### src/rtl/pipeline_hazard_controller_pkg.sv
// Shared types and constants for the LC-3b pipeline hazard controller.
// Barrier control bundles are packed so each pipeline situation maps to one named constant.
package pipeline_hazard_controller_pkg;

    typedef logic [2:0] lc3b_reg;
    typedef logic [1:0] lc3b_hazard_state;

    localparam lc3b_hazard_state HZ_RUN    = 2'd0;
    localparam lc3b_hazard_state HZ_DWAIT  = 2'd1;
    localparam lc3b_hazard_state HZ_IDRAIN = 2'd2;

    typedef struct packed {
        logic pc_load;
        logic pc_redirect;
        logic stall_if_id;
        logic stall_id_ex;
        logic stall_ex_mem;
        logic stall_mem_wb;
        logic flush_if_id;
        logic flush_id_ex;
        logic flush_ex_mem;
    } hz_ctrl_t;

    // Field order: pc_load, pc_redirect, stalls IF/ID..MEM/WB, flushes IF/ID..EX/MEM
    localparam hz_ctrl_t CTRL_GO        = 9'b1_0_0000_000;
    localparam hz_ctrl_t CTRL_STALL_ALL = 9'b0_0_1111_000;
    localparam hz_ctrl_t CTRL_REDIRECT  = 9'b1_1_0000_111;
    localparam hz_ctrl_t CTRL_LOAD_USE  = 9'b0_0_1000_010;
    localparam hz_ctrl_t CTRL_IBUBBLE   = 9'b0_0_0000_100;

    function automatic logic any_stall(hz_ctrl_t c);
        return c.stall_if_id | c.stall_id_ex | c.stall_ex_mem | c.stall_mem_wb;
    endfunction

endpackage

### src/rtl/pipeline_hazard_controller_if.sv
// Hazard-status inputs from the pipeline and barrier/PC controls back to it.
// master = pipeline datapath side, slave = hazard controller side.
interface pipeline_hazard_controller_if;
    import pipeline_hazard_controller_pkg::*;

    logic    if_req;
    logic    if_resp;
    logic    mem_req;
    logic    mem_resp;
    logic    ex_load;
    lc3b_reg ex_dest;
    lc3b_reg id_sr1;
    lc3b_reg id_sr2;
    logic    id_sr1_use;
    logic    id_sr2_use;
    logic    mem_br_taken;

    logic    pc_load;
    logic    pc_redirect;
    logic    stall_if_id;
    logic    stall_id_ex;
    logic    stall_ex_mem;
    logic    stall_mem_wb;
    logic    flush_if_id;
    logic    flush_id_ex;
    logic    flush_ex_mem;

    modport master (
        output if_req, if_resp, mem_req, mem_resp, ex_load, ex_dest,
               id_sr1, id_sr2, id_sr1_use, id_sr2_use, mem_br_taken,
        input  pc_load, pc_redirect, stall_if_id, stall_id_ex, stall_ex_mem,
               stall_mem_wb, flush_if_id, flush_id_ex, flush_ex_mem
    );

    modport slave (
        input  if_req, if_resp, mem_req, mem_resp, ex_load, ex_dest,
               id_sr1, id_sr2, id_sr1_use, id_sr2_use, mem_br_taken,
        output pc_load, pc_redirect, stall_if_id, stall_id_ex, stall_ex_mem,
               stall_mem_wb, flush_if_id, flush_id_ex, flush_ex_mem
    );

endinterface

### src/rtl/pipeline_hazard_controller_sat_counter.sv
// Saturating up-counter with synchronous clear; holds at all-ones instead of wrapping.
module pipeline_hazard_controller_sat_counter #(
    parameter int unsigned WIDTH = 16
) (
    input  logic             clk,
    input  logic             clr,
    input  logic             inc,
    output logic [WIDTH-1:0] count
);

    logic [WIDTH-1:0] count_q, count_d;

    always_comb begin
        count_d = count_q;
        if (clr) begin
            count_d = '0;
        end else if (inc && (count_q != '1)) begin
            count_d = count_q + WIDTH'(1);
        end
    end

    always_ff @(posedge clk) begin
        count_q <= count_d;
    end

    assign count = count_q;

endmodule

### src/rtl/pipeline_hazard_controller.sv
// Stall/flush sequencer for the 5-stage LC-3b pipeline: D/I-memory waits, load-use bubbles and
// MEM-stage redirects, with saturating stall-cycle and redirect-event counters.
module pipeline_hazard_controller
    import pipeline_hazard_controller_pkg::*;
#(
    parameter int unsigned CNT_WIDTH = 16
) (
    input  logic                          clk,
    input  logic                          reset,
    pipeline_hazard_controller_if.slave   hz,
    output logic [CNT_WIDTH-1:0]          stall_cnt,
    output logic [CNT_WIDTH-1:0]          flush_cnt
);

    lc3b_hazard_state state_q, state_d;
    hz_ctrl_t         ctrl;
    logic             redirect;
    logic             i_wait;
    logic             load_use;
    logic             d_wait;

    assign i_wait   = hz.if_req & ~hz.if_resp;
    assign load_use = hz.ex_load & ((hz.id_sr1_use & (hz.id_sr1 == hz.ex_dest)) |
                                    (hz.id_sr2_use & (hz.id_sr2 == hz.ex_dest)));
    // Once in DWAIT the pending access stays outstanding until mem_resp, whatever mem_req says.
    assign d_wait   = ((state_q == HZ_DWAIT) | hz.mem_req) & ~hz.mem_resp;

    always_comb begin
        state_d  = state_q;
        ctrl     = CTRL_GO;
        redirect = 1'b0;
        case (state_q)
            HZ_IDRAIN: begin
                // Redirect only once the in-flight fetch lands; that instruction is discarded.
                if (hz.if_resp) begin
                    ctrl     = CTRL_REDIRECT;
                    redirect = 1'b1;
                    state_d  = HZ_RUN;
                end else begin
                    ctrl = CTRL_STALL_ALL;
                end
            end
            default: begin
                if (d_wait) begin
                    ctrl    = CTRL_STALL_ALL;
                    state_d = HZ_DWAIT;
                end else begin
                    state_d = HZ_RUN;
                    if (hz.mem_br_taken) begin
                        if (i_wait) begin
                            ctrl    = CTRL_STALL_ALL;
                            state_d = HZ_IDRAIN;
                        end else begin
                            ctrl     = CTRL_REDIRECT;
                            redirect = 1'b1;
                        end
                    end else if (load_use) begin
                        ctrl = CTRL_LOAD_USE;
                    end else if (i_wait) begin
                        ctrl = CTRL_IBUBBLE;
                    end
                end
            end
        endcase
        if (reset) begin
            ctrl     = '0;
            redirect = 1'b0;
            state_d  = HZ_RUN;
        end
    end

    always_ff @(posedge clk) begin
        state_q <= state_d;
    end

    assign hz.pc_load      = ctrl.pc_load;
    assign hz.pc_redirect  = ctrl.pc_redirect;
    assign hz.stall_if_id  = ctrl.stall_if_id;
    assign hz.stall_id_ex  = ctrl.stall_id_ex;
    assign hz.stall_ex_mem = ctrl.stall_ex_mem;
    assign hz.stall_mem_wb = ctrl.stall_mem_wb;
    assign hz.flush_if_id  = ctrl.flush_if_id;
    assign hz.flush_id_ex  = ctrl.flush_id_ex;
    assign hz.flush_ex_mem = ctrl.flush_ex_mem;

    pipeline_hazard_controller_sat_counter #(
        .WIDTH (CNT_WIDTH)
    ) u_stall_cnt (
        .clk   (clk),
        .clr   (reset),
        .inc   (any_stall(ctrl)),
        .count (stall_cnt)
    );

    pipeline_hazard_controller_sat_counter #(
        .WIDTH (CNT_WIDTH)
    ) u_flush_cnt (
        .clk   (clk),
        .clr   (reset),
        .inc   (redirect),
        .count (flush_cnt)
    );

endmodule
### src/flat_wrapper.sv
// flat-port wrapper written by rule: the top's interface ports become plain ports
module pipeline_hazard_controller_flat import pipeline_hazard_controller_pkg::*;
#(
    parameter int unsigned CNT_WIDTH = 16
)
  (clk, reset, stall_cnt, flush_cnt, hz_if_req, hz_if_resp, hz_mem_req, hz_mem_resp, hz_ex_load, hz_ex_dest, hz_id_sr1, hz_id_sr2, hz_id_sr1_use, hz_id_sr2_use, hz_mem_br_taken, hz_pc_load, hz_pc_redirect, hz_stall_if_id, hz_stall_id_ex, hz_stall_ex_mem, hz_stall_mem_wb, hz_flush_if_id, hz_flush_id_ex, hz_flush_ex_mem);
  pipeline_hazard_controller_if hz_i ();
  input  logic clk;
  input  logic reset;
  output logic [CNT_WIDTH-1:0] stall_cnt;
  output logic [CNT_WIDTH-1:0] flush_cnt;
  input wire logic [$bits(hz_i.if_req)-1:0] hz_if_req;
  input wire logic [$bits(hz_i.if_resp)-1:0] hz_if_resp;
  input wire logic [$bits(hz_i.mem_req)-1:0] hz_mem_req;
  input wire logic [$bits(hz_i.mem_resp)-1:0] hz_mem_resp;
  input wire logic [$bits(hz_i.ex_load)-1:0] hz_ex_load;
  input wire logic [$bits(hz_i.ex_dest)-1:0] hz_ex_dest;
  input wire logic [$bits(hz_i.id_sr1)-1:0] hz_id_sr1;
  input wire logic [$bits(hz_i.id_sr2)-1:0] hz_id_sr2;
  input wire logic [$bits(hz_i.id_sr1_use)-1:0] hz_id_sr1_use;
  input wire logic [$bits(hz_i.id_sr2_use)-1:0] hz_id_sr2_use;
  input wire logic [$bits(hz_i.mem_br_taken)-1:0] hz_mem_br_taken;
  output wire logic [$bits(hz_i.pc_load)-1:0] hz_pc_load;
  output wire logic [$bits(hz_i.pc_redirect)-1:0] hz_pc_redirect;
  output wire logic [$bits(hz_i.stall_if_id)-1:0] hz_stall_if_id;
  output wire logic [$bits(hz_i.stall_id_ex)-1:0] hz_stall_id_ex;
  output wire logic [$bits(hz_i.stall_ex_mem)-1:0] hz_stall_ex_mem;
  output wire logic [$bits(hz_i.stall_mem_wb)-1:0] hz_stall_mem_wb;
  output wire logic [$bits(hz_i.flush_if_id)-1:0] hz_flush_if_id;
  output wire logic [$bits(hz_i.flush_id_ex)-1:0] hz_flush_id_ex;
  output wire logic [$bits(hz_i.flush_ex_mem)-1:0] hz_flush_ex_mem;
  assign hz_i.if_req = hz_if_req;
  assign hz_i.if_resp = hz_if_resp;
  assign hz_i.mem_req = hz_mem_req;
  assign hz_i.mem_resp = hz_mem_resp;
  assign hz_i.ex_load = hz_ex_load;
  assign hz_i.ex_dest = hz_ex_dest;
  assign hz_i.id_sr1 = hz_id_sr1;
  assign hz_i.id_sr2 = hz_id_sr2;
  assign hz_i.id_sr1_use = hz_id_sr1_use;
  assign hz_i.id_sr2_use = hz_id_sr2_use;
  assign hz_i.mem_br_taken = hz_mem_br_taken;
  assign hz_pc_load = hz_i.pc_load;
  assign hz_pc_redirect = hz_i.pc_redirect;
  assign hz_stall_if_id = hz_i.stall_if_id;
  assign hz_stall_id_ex = hz_i.stall_id_ex;
  assign hz_stall_ex_mem = hz_i.stall_ex_mem;
  assign hz_stall_mem_wb = hz_i.stall_mem_wb;
  assign hz_flush_if_id = hz_i.flush_if_id;
  assign hz_flush_id_ex = hz_i.flush_id_ex;
  assign hz_flush_ex_mem = hz_i.flush_ex_mem;
  pipeline_hazard_controller #(.CNT_WIDTH(CNT_WIDTH)) u_core (.clk(clk), .reset(reset), .hz(hz_i), .stall_cnt(stall_cnt), .flush_cnt(flush_cnt));
endmodule
### config.mk
export PLATFORM = sky130hd
export DESIGN_NAME = pipeline_hazard_controller_flat
export DESIGN_NICKNAME = d
export VERILOG_FILES = /design/src/rtl/pipeline_hazard_controller_pkg.sv /design/src/rtl/pipeline_hazard_controller_if.sv /design/src/rtl/pipeline_hazard_controller_sat_counter.sv /design/src/rtl/pipeline_hazard_controller.sv /design/src/flat_wrapper.sv
export SDC_FILE = /design/constraint.sdc
export NUM_CORES = 1
export LEC_CHECK = 0
export CORE_ASPECT_RATIO = 0.9
export CORE_UTILIZATION = 50
export CTS_BUF_LIST = sky130_fd_sc_hd__clkbuf_16
export CTS_CLUSTER_DIAMETER = 200
export DETAILED_ROUTE_END_ITERATION = 12
export GPL_ROUTABILITY_DRIVEN = 0
export PLACE_DENSITY = 0.93
export SETUP_SLACK_MARGIN = 0.15
export SKIP_LAST_GASP = 1
export SYNTH_ARGS = -nofsm -noshare
export SYNTH_HDL_FRONTEND = slang
export SYNTH_SLANG_ARGS = --single-unit
### constraint.sdc
create_clock -name clk -period 2.9 [get_ports clk]
set_input_delay 0.58 -clock clk [delete_from_list [all_inputs] [get_ports clk]]
set_output_delay 0.58 -clock clk [all_outputs]
set_load 0.005 [all_outputs]
==> results of run 1 <==
==> cell usage after synthesis, drive strengths merged <==
| master | count |
|---|---|
| o21ai | 14 |
| and2b | 1 |
| and3 | 5 |
| nand2 | 16 |
| and4 | 5 |
| o31ai | 3 |
| and2 | 3 |
| dfxtp | 34 |
| or4b | 1 |
| o21bai | 2 |
| nand4 | 8 |
| o21a | 1 |
| nor2 | 16 |
| o311ai | 7 |
| mux2i | 3 |
| o2111a | 1 |
| o41ai | 7 |
| or4 | 4 |
| a211oi | 2 |
| a21oi | 16 |
| o311a | 1 |
| nand2b | 2 |
| a31oi | 1 |
| clkbuf | 4 |
| nor2b | 2 |
| nor3 | 3 |
| inv | 9 |
| ha | 2 |
| nand3 | 17 |
| or3 | 8 |
| a2111oi | 1 |
| xnor2 | 7 |
| a211o | 1 |
| xor2 | 8 |
| buf | 8 |
| nor4 | 1 |
==> area by class of cell <==
class                           instances  area share (%)
Clock buffer                            5            4.65
Clock inverter                          2           0.279
Inverter                                9            1.26
Multi-Input combinational cell        169            40.8
Sequential cell                        34            25.3
Tap cell                               44            2.05
Timing Repair Buffer                   72            25.7
==> registers in the layout, indices dropped and copies added (netlist names) <==
name	flops
u_core.state_q	2
u_core.u_flush_cnt.count	16
u_core.u_stall_cnt.count	16
==> layer usage <==
| metal | up-vias | wire length (um) | global-route usage, % |
|---|---|---|---|
| li1 | 968 | - | - |
| met1 | 917 | 2190 | 30.5 |
| met2 | 74 | 2350 | 43.6 |
| met3 | 2 | 361 | 6.68 |
| met4 | 0 | 27 | 8.21 |
| met5 | - | 0 | 0 |
==> timing repair <==
| action | 4_1_cts | 5_1_grt |
|---|---|---|
| gates resized for setup | 11 | 9 |
| gates cloned | 0 | 0 |
| setup buffers | 0 | 1 |
| pin swaps | 1 | 4 |
| setup endpoints to repair | 6 | 8 |
| hold buffers | 0 | 0 |
==> kinds of logic after synthesis <==
family	share of synthesized area [%]
buffers and inverters	5.50
multiplexers	1.61
flip-flops	36.5
XOR/XNOR	7.05
AND/OR/NAND/NOR	26.7
AO/OA/AOI/OAI	21.3
adder cells (fa/ha/maj)	1.34
==> through the flow <==
step	TNS [ns]	instances	cell area (um^2)	power [mW]	hold WS, ns
after floorplan	0	224	1860	0.545	0.464
after global placement	-0.420	327	2530	0.608	0.465
after detailed placement	-0.675	327	2530	0.611	0.477
after CTS	0	334	2660	1.09	0.496
after global routing	0	335	2690	1.13	0.530
final	0	335	2690	1.09	0.491
==> critical path, cell delays in order <==
cell and delay (ns):
clkdlybuf4s50_1 0.48, xnor2_1 0.13, and4_1 0.24, o21ai_2 0.09, buf_4 0.14, o21a_1 0.19
inv_1 0.08, clkdlybuf4s15_1 0.21
==> how the worst min path moves through the flow <==
stage | endpoint | cells past startpoint | slack, ns
2_1_floorplan | u_core.u_stall_cnt.count[6]$_SDFFE_PP0P_ | 1 | 0.46
3_3_place_gp | u_core.u_stall_cnt.count[6]$_SDFFE_PP0P_ | 1 | 0.46
3_5_place_dp | u_core.u_stall_cnt.count[6]$_SDFFE_PP0P_ | 1 | 0.48
4_1_cts | u_core.u_stall_cnt.count[6]$_SDFFE_PP0P_ | 1 | 0.50
5_1_grt | u_core.u_stall_cnt.count[14]$_SDFFE_PP0P_ | 2 | 0.53
6_report | u_core.u_stall_cnt.count[10]$_SDFFE_PP0P_ | 1 | 0.49
==> where the power goes <==
part	internal (mW)	total (mW)	leakage, nW	switching, mW
registers	0.472	0.477	0.274	0.00534
clock network	0.307	0.490	0.0723	0.183
logic	0.0678	0.125	0.630	0.0568
==> run_results.csv, run 1 <==
group,metric,value,unit
worst_setup_path,cp-startpoint,"hz_id_sr1[2]",
logic_synthesis,synth_top_area_share,36.5,%
cts,clk_pin_slew,0.05,ns
final_layout,area_growth,44.2,%
grt,grt_pass1_wl,7.56,mm
final_layout,nets,312,
run,maxCapViolCount,0,
sta,fin_worst_skew,0.00234,ns
worst_setup_path,start_kind,"input port",
sta,maxSlewHeadroom,74.0,%
final_layout,antennaDiodeCount,0,
final_layout,multiInputGateArea,1100,um^2
final_layout,ff_latch_area,681,um^2
worst_setup_path,worstReg2RegStart,"u_core.state_q[0]$_SDFFE_PP0P_",
grt,track_usage,25.2,%
detailed_routing,viasPerCell,5.85,
worst_setup_path,cp-endpoint,"hz_stall_if_id",
logic_synthesis,synth_sequential_area_ratio,36.5,%
logic_synthesis,ys_top_cells_by_area,"dfxtp_1 37%, a21oi_1 4.3%, nand3_1 4.3%, xor2_1 3.8%, o21ai_0 3.5%",
sta,tightest_slew,0.388,ns
pwr,power_density,406,nW/um^2
logic_synthesis,yosysWarnings,0,
detailed_routing,drc,0,
logic_synthesis,ys_ff_latch,34,
placement,pre_cts_ws,-0.282,ns
sta,grt_setup_unrepaired,"false",
pwr,peakVddDrop,0.000415,V
detailed_routing,ant_nets,0,
floorplanning,rows,20,
worst_setup_path,end_kind,"output port",
sta,slew_viol_final,0,
worst_setup_path,crit_required,2.32,ns
cts,numCtsBuffers,5,
logic_synthesis,syn-cell-area,1860,um^2
placement,port_buffers,59,
cts,clk_path_buf_depth,2,
logic_synthesis,synth_top_area_cell,"dfxtp_1",
sta,finalCritPeriodShare,93.8,%
floorplanning,start_util,53.6,%
pwr,p_leak,0.976,nW
logic_synthesis,syn_avg_cell_area,8.32,um^2
logic_synthesis,synthCells,224,
floorplanning,die_y,59.9,um
detailed_routing,initialDrtViolationCount,72,
grt,antenna_found_initial,0,
floorplanning,io_pins,60,
outcome,status,"completed",
cts,h-tree-depth,2,
worst_setup_path,crit_type,"input port to output port",
hold_path,min_path_type,"register to register",
sta,maxClockFrequency,368,MHz
final_layout,fillCellCount,248,
sta,hold_viol,0,
cts,root_buffer,"clkbuf_16",
floorplanning,core,3480,um^2
worst_setup_path,r2r_cells,8,
final_layout,layout_common_cells,"48 x clkdlybuf4s50_1, 34 x dfxtp_1, 16 x nand2_1, 16 x nand3_1, 16 x nor2_1",
grt,gr-total-overflow,0,
grt,grt_max_degree,30,
floorplanning,dieArea,3980,um^2
cts,cts_sinks,34,
detailed_routing,first_pass_iters,4,
cts,cts_tree,"yes",
final_layout,drive_gt1_share,8.93,%
floorplanning,die_width,66.4,um
detailed_routing,vias,1961,
worst_setup_path,r2r_setup_slack,0.81,ns
logic_synthesis,synth_cell_types,41,
detailed_routing,wirelength,4.92,mm
sta,setup-violations-final,0,
worst_setup_path,r2r-end,"u_core.u_flush_cnt.count[11]$_SDFFE_PP0P_",
worst_setup_path,crit_fanout,3,
detailed_routing,wl_per_cell,14.7,um
cts,clk_latency,0.27,ns
grt,grt_pass1_vias,1718,
logic_synthesis,syn_nets,245,
final_layout,utilization,77.3,%
hold_path,hold_start,"u_core.u_stall_cnt.count[10]$_SDFFE_PP0P_",
sta,period_needed,2.72,ns
placement,hpwl,3.43,mm
sta,setup_ws,0.180,ns
final_layout,final_common_cell,"clkdlybuf4s50_1",
worst_setup_path,critPathArrivalTime,2.14,ns
Note: power is estimated with default switching activity, not from simulation.
==> inputs of run 2 (changes only) <==
--- a/config.mk
+++ b/config.mk
@@ -6,5 +6,5 @@
 export NUM_CORES = 1
 export LEC_CHECK = 0
-export CORE_ASPECT_RATIO = 0.9
+export CORE_ASPECT_RATIO = 2
 export CORE_UTILIZATION = 50
 export CTS_BUF_LIST = sky130_fd_sc_hd__clkbuf_16
==> constraint.sdc (replaced) <==
create_clock -name clk -period 2.9 [get_ports clk]
set_input_delay 0.87 -clock clk [delete_from_list [all_inputs] [get_ports clk]]
set_output_delay 0.87 -clock clk [all_outputs]
set_load 0.005 [all_outputs]
==> run_results.csv, run 2 (synthesis results as in run 1) <==
group,metric,value,unit
hold_path,min_path_type,"register to register",
floorplanning,die_y,88.4,um
placement,hpwl,3.80,mm
worst_setup_path,critPathArrivalTime,2.07,ns
final_layout,antennaDiodeCount,0,
placement,port_buffers,59,
detailed_routing,wirelength,5.81,mm
worst_setup_path,cpLargestDelayFamily,"compound AO/OA/AOI/OAI gates",
pwr,p_int,0.867,mW
worst_setup_path,cpMostUsedCell,"o21ai_2",
sta,fin_worst_skew,0.00590,ns
placement,place_area,2600,um^2
final_layout,final_common_cell,"dfxtp_1",
grt,gr-total-overflow,0,
floorplanning,core,3610,um^2
floorplanning,start_util,51.7,%
sta,period_needed,2.94,ns
placement,pre_cts_ws,-0.861,ns
final_layout,drive_gt1_share,25.6,%
cts,clk_pin_slew,0.06,ns
floorplanning,io_pins,60,
grt,antenna_found_initial,0,
floorplanning,rows,31,
placement,dpl.cell_count,340,
cts,clk_latency,0.28,ns
floorplanning,die_width,45.2,um
worst_setup_path,crit_fanout,2,
cts,root_buffer,"clkbuf_16",
detailed_routing,wl_per_cell,16.3,um
pwr,pwr-share-comb,13.5,%
detailed_routing,drc,0,
worst_setup_path,start_kind,"input port",
sta,finalCritPeriodShare,101,%
sta,setup-violations-final,2,
sta,maxSlewHeadroom,73.7,%
cts,clk_path_buf_depth,2,
worst_setup_path,cp.buffers_inverters,3,
worst_setup_path,max_stage_delay,0.25,ns
final_layout,utilization,79.3,%
sta,maxClockFrequency,340,MHz
cts,cts_hold_buf,0,
final_layout,design_area,2860,um^2
run,maxCapViolCount,0,
grt,grt_max_degree,30,
cts,numCtsBuffers,5,
pwr,seqPwrFrac,41.7,%
grt,grt_pass1_wl,8.96,mm
cts,cts_sinks,34,
outcome,violations,"setup timing",
pwr,p_leak,1.08,nW
worst_setup_path,crit_chain,"buf_6 -> xnor2_1 -> and4_1 -> o21ai_2 -> buf_4 -> o21ai_2 -> a211oi_2 -> buf_2",
final_layout,area_growth,53.4,%
final_layout,layout_common_cells,"34 x dfxtp_1, 32 x clkdlybuf4s50_1, 26 x buf_4, 16 x nand3_1, 16 x nor2_1",
worst_setup_path,cp_slowest_cell,"a211oi_2",
pwr,switching_share,24.4,%
detailed_routing,viasPerCell,5.91,
sta,slew_viol_final,0,
worst_setup_path,crit_type,"input port to output port",
pwr,p_sw,0.280,mW
sta,fin_setup_tns,-0.0433,ns
pwr,power_density,401,nW/um^2
worst_setup_path,end_kind,"output port",
sta,grt_setup_unrepaired,"true",
sta,setup_ws,-0.0380,ns
detailed_routing,initialDrtViolationCount,56,
final_layout,instances_no_fill,357,
pwr,clockPowerShare,44.8,%
pwr,peakVddDrop,0.000536,V
detailed_routing,ant_nets,0,
cts,cts_tree,"yes",
sta,hold_viol,0,
detailed_routing,first_pass_iters,5,
grt,track_usage,30.3,%
grt,grt_pass1_vias,2043,
outcome,status,"finished, violations left",
sta,tightest_slew,0.389,ns
final_layout,fillCellCount,233,
detailed_routing,vias,2110,
worst_setup_path,crit_required,2.03,ns
floorplanning,dieArea,3990,um^2
cts,h-tree-depth,2,
final_layout,nets,328,
[run 2: cell type report]
| class | instances | area (um^2) | share of cell area, % |
|---|---|---|---|
| clock buffer | 5 | 125 | 4.38 |
| clock inverter | 3 | 16.3 | 0.569 |
| inverter | 9 | 33.8 | 1.18 |
| multi-input combinational | 169 | 1170 | 40.8 |
| sequential | 34 | 681 | 23.8 |
| tap | 49 | 61.3 | 2.14 |
| timing repair buffer | 88 | 776 | 27.1 |
[run 2: routing by layer]
| metal | wire length (um) | vias to the layer above | track usage [%] |
|---|---|---|---|
| met5 | 0 | - | 0 |
| met4 | 322 | 0 | 17.4 |
| met3 | 329 | 35 | 8.37 |
| met2 | 3190 | 98 | 56.8 |
| met1 | 1960 | 970 | 27.2 |
| li1 | - | 1007 | - |
[run 2: path summary, 6_finish.rpt]
check                                                               start                                   endpoint  slack [ns]  cells past startpoint
worst min-delay path            u_core.u_stall_cnt.count[10]$_SDFFE_PP0P_  u_core.u_stall_cnt.count[10]$_SDFFE_PP0P_        0.49                      1
worst max register to register             u_core.state_q[0]$_SDFFE_PP0P_  u_core.u_flush_cnt.count[15]$_SDFFE_PP0P_        0.52                     10
worst min register to register  u_core.u_stall_cnt.count[10]$_SDFFE_PP0P_  u_core.u_stall_cnt.count[10]$_SDFFE_PP0P_        0.49                      1
worst max-delay path                                        hz_ex_dest[0]                                 hz_pc_load       -0.04                      8
[run 2: what timing repair did]
item,CTS,global route
setup buffers,6,3
cloned,0,0
endpoints found under the setup margin,16,9
hold endpoints to repair,0,0
pin swaps,18,8
resized for setup,106,15
[run 2: worst register-to-register path, delay by kind of cell, from the launching register on]
kind / cells / cell delay [ns]
DFF: 1 / 0.42
buffers and inverters: 4 / 0.42
and+or+nand+nor: 2 / 0.49
AOI/OAI and AO/OA: 4 / 0.93
[run 2: through the flow]
| stage | total power, mW | hold slack, ns |
|---|---|---|
| final | 1.15 | 0.492 |
| after global routing | 1.18 | 0.518 |
| after CTS | 1.13 | 0.491 |
| after detailed placement | 0.621 | 0.485 |
| after global placement | 0.616 | 0.467 |
| after floorplan | 0.545 | 0.464 |
[run 2: power by group through the flow]
stage,combinational [mW],sequential (mW),clock (mW)
floorplan,0.0584,0.486,0
global placement,0.129,0.487,0
detailed placement,0.133,0.487,0
CTS,0.140,0.478,0.516
global route,0.165,0.478,0.538
finish,0.155,0.478,0.514
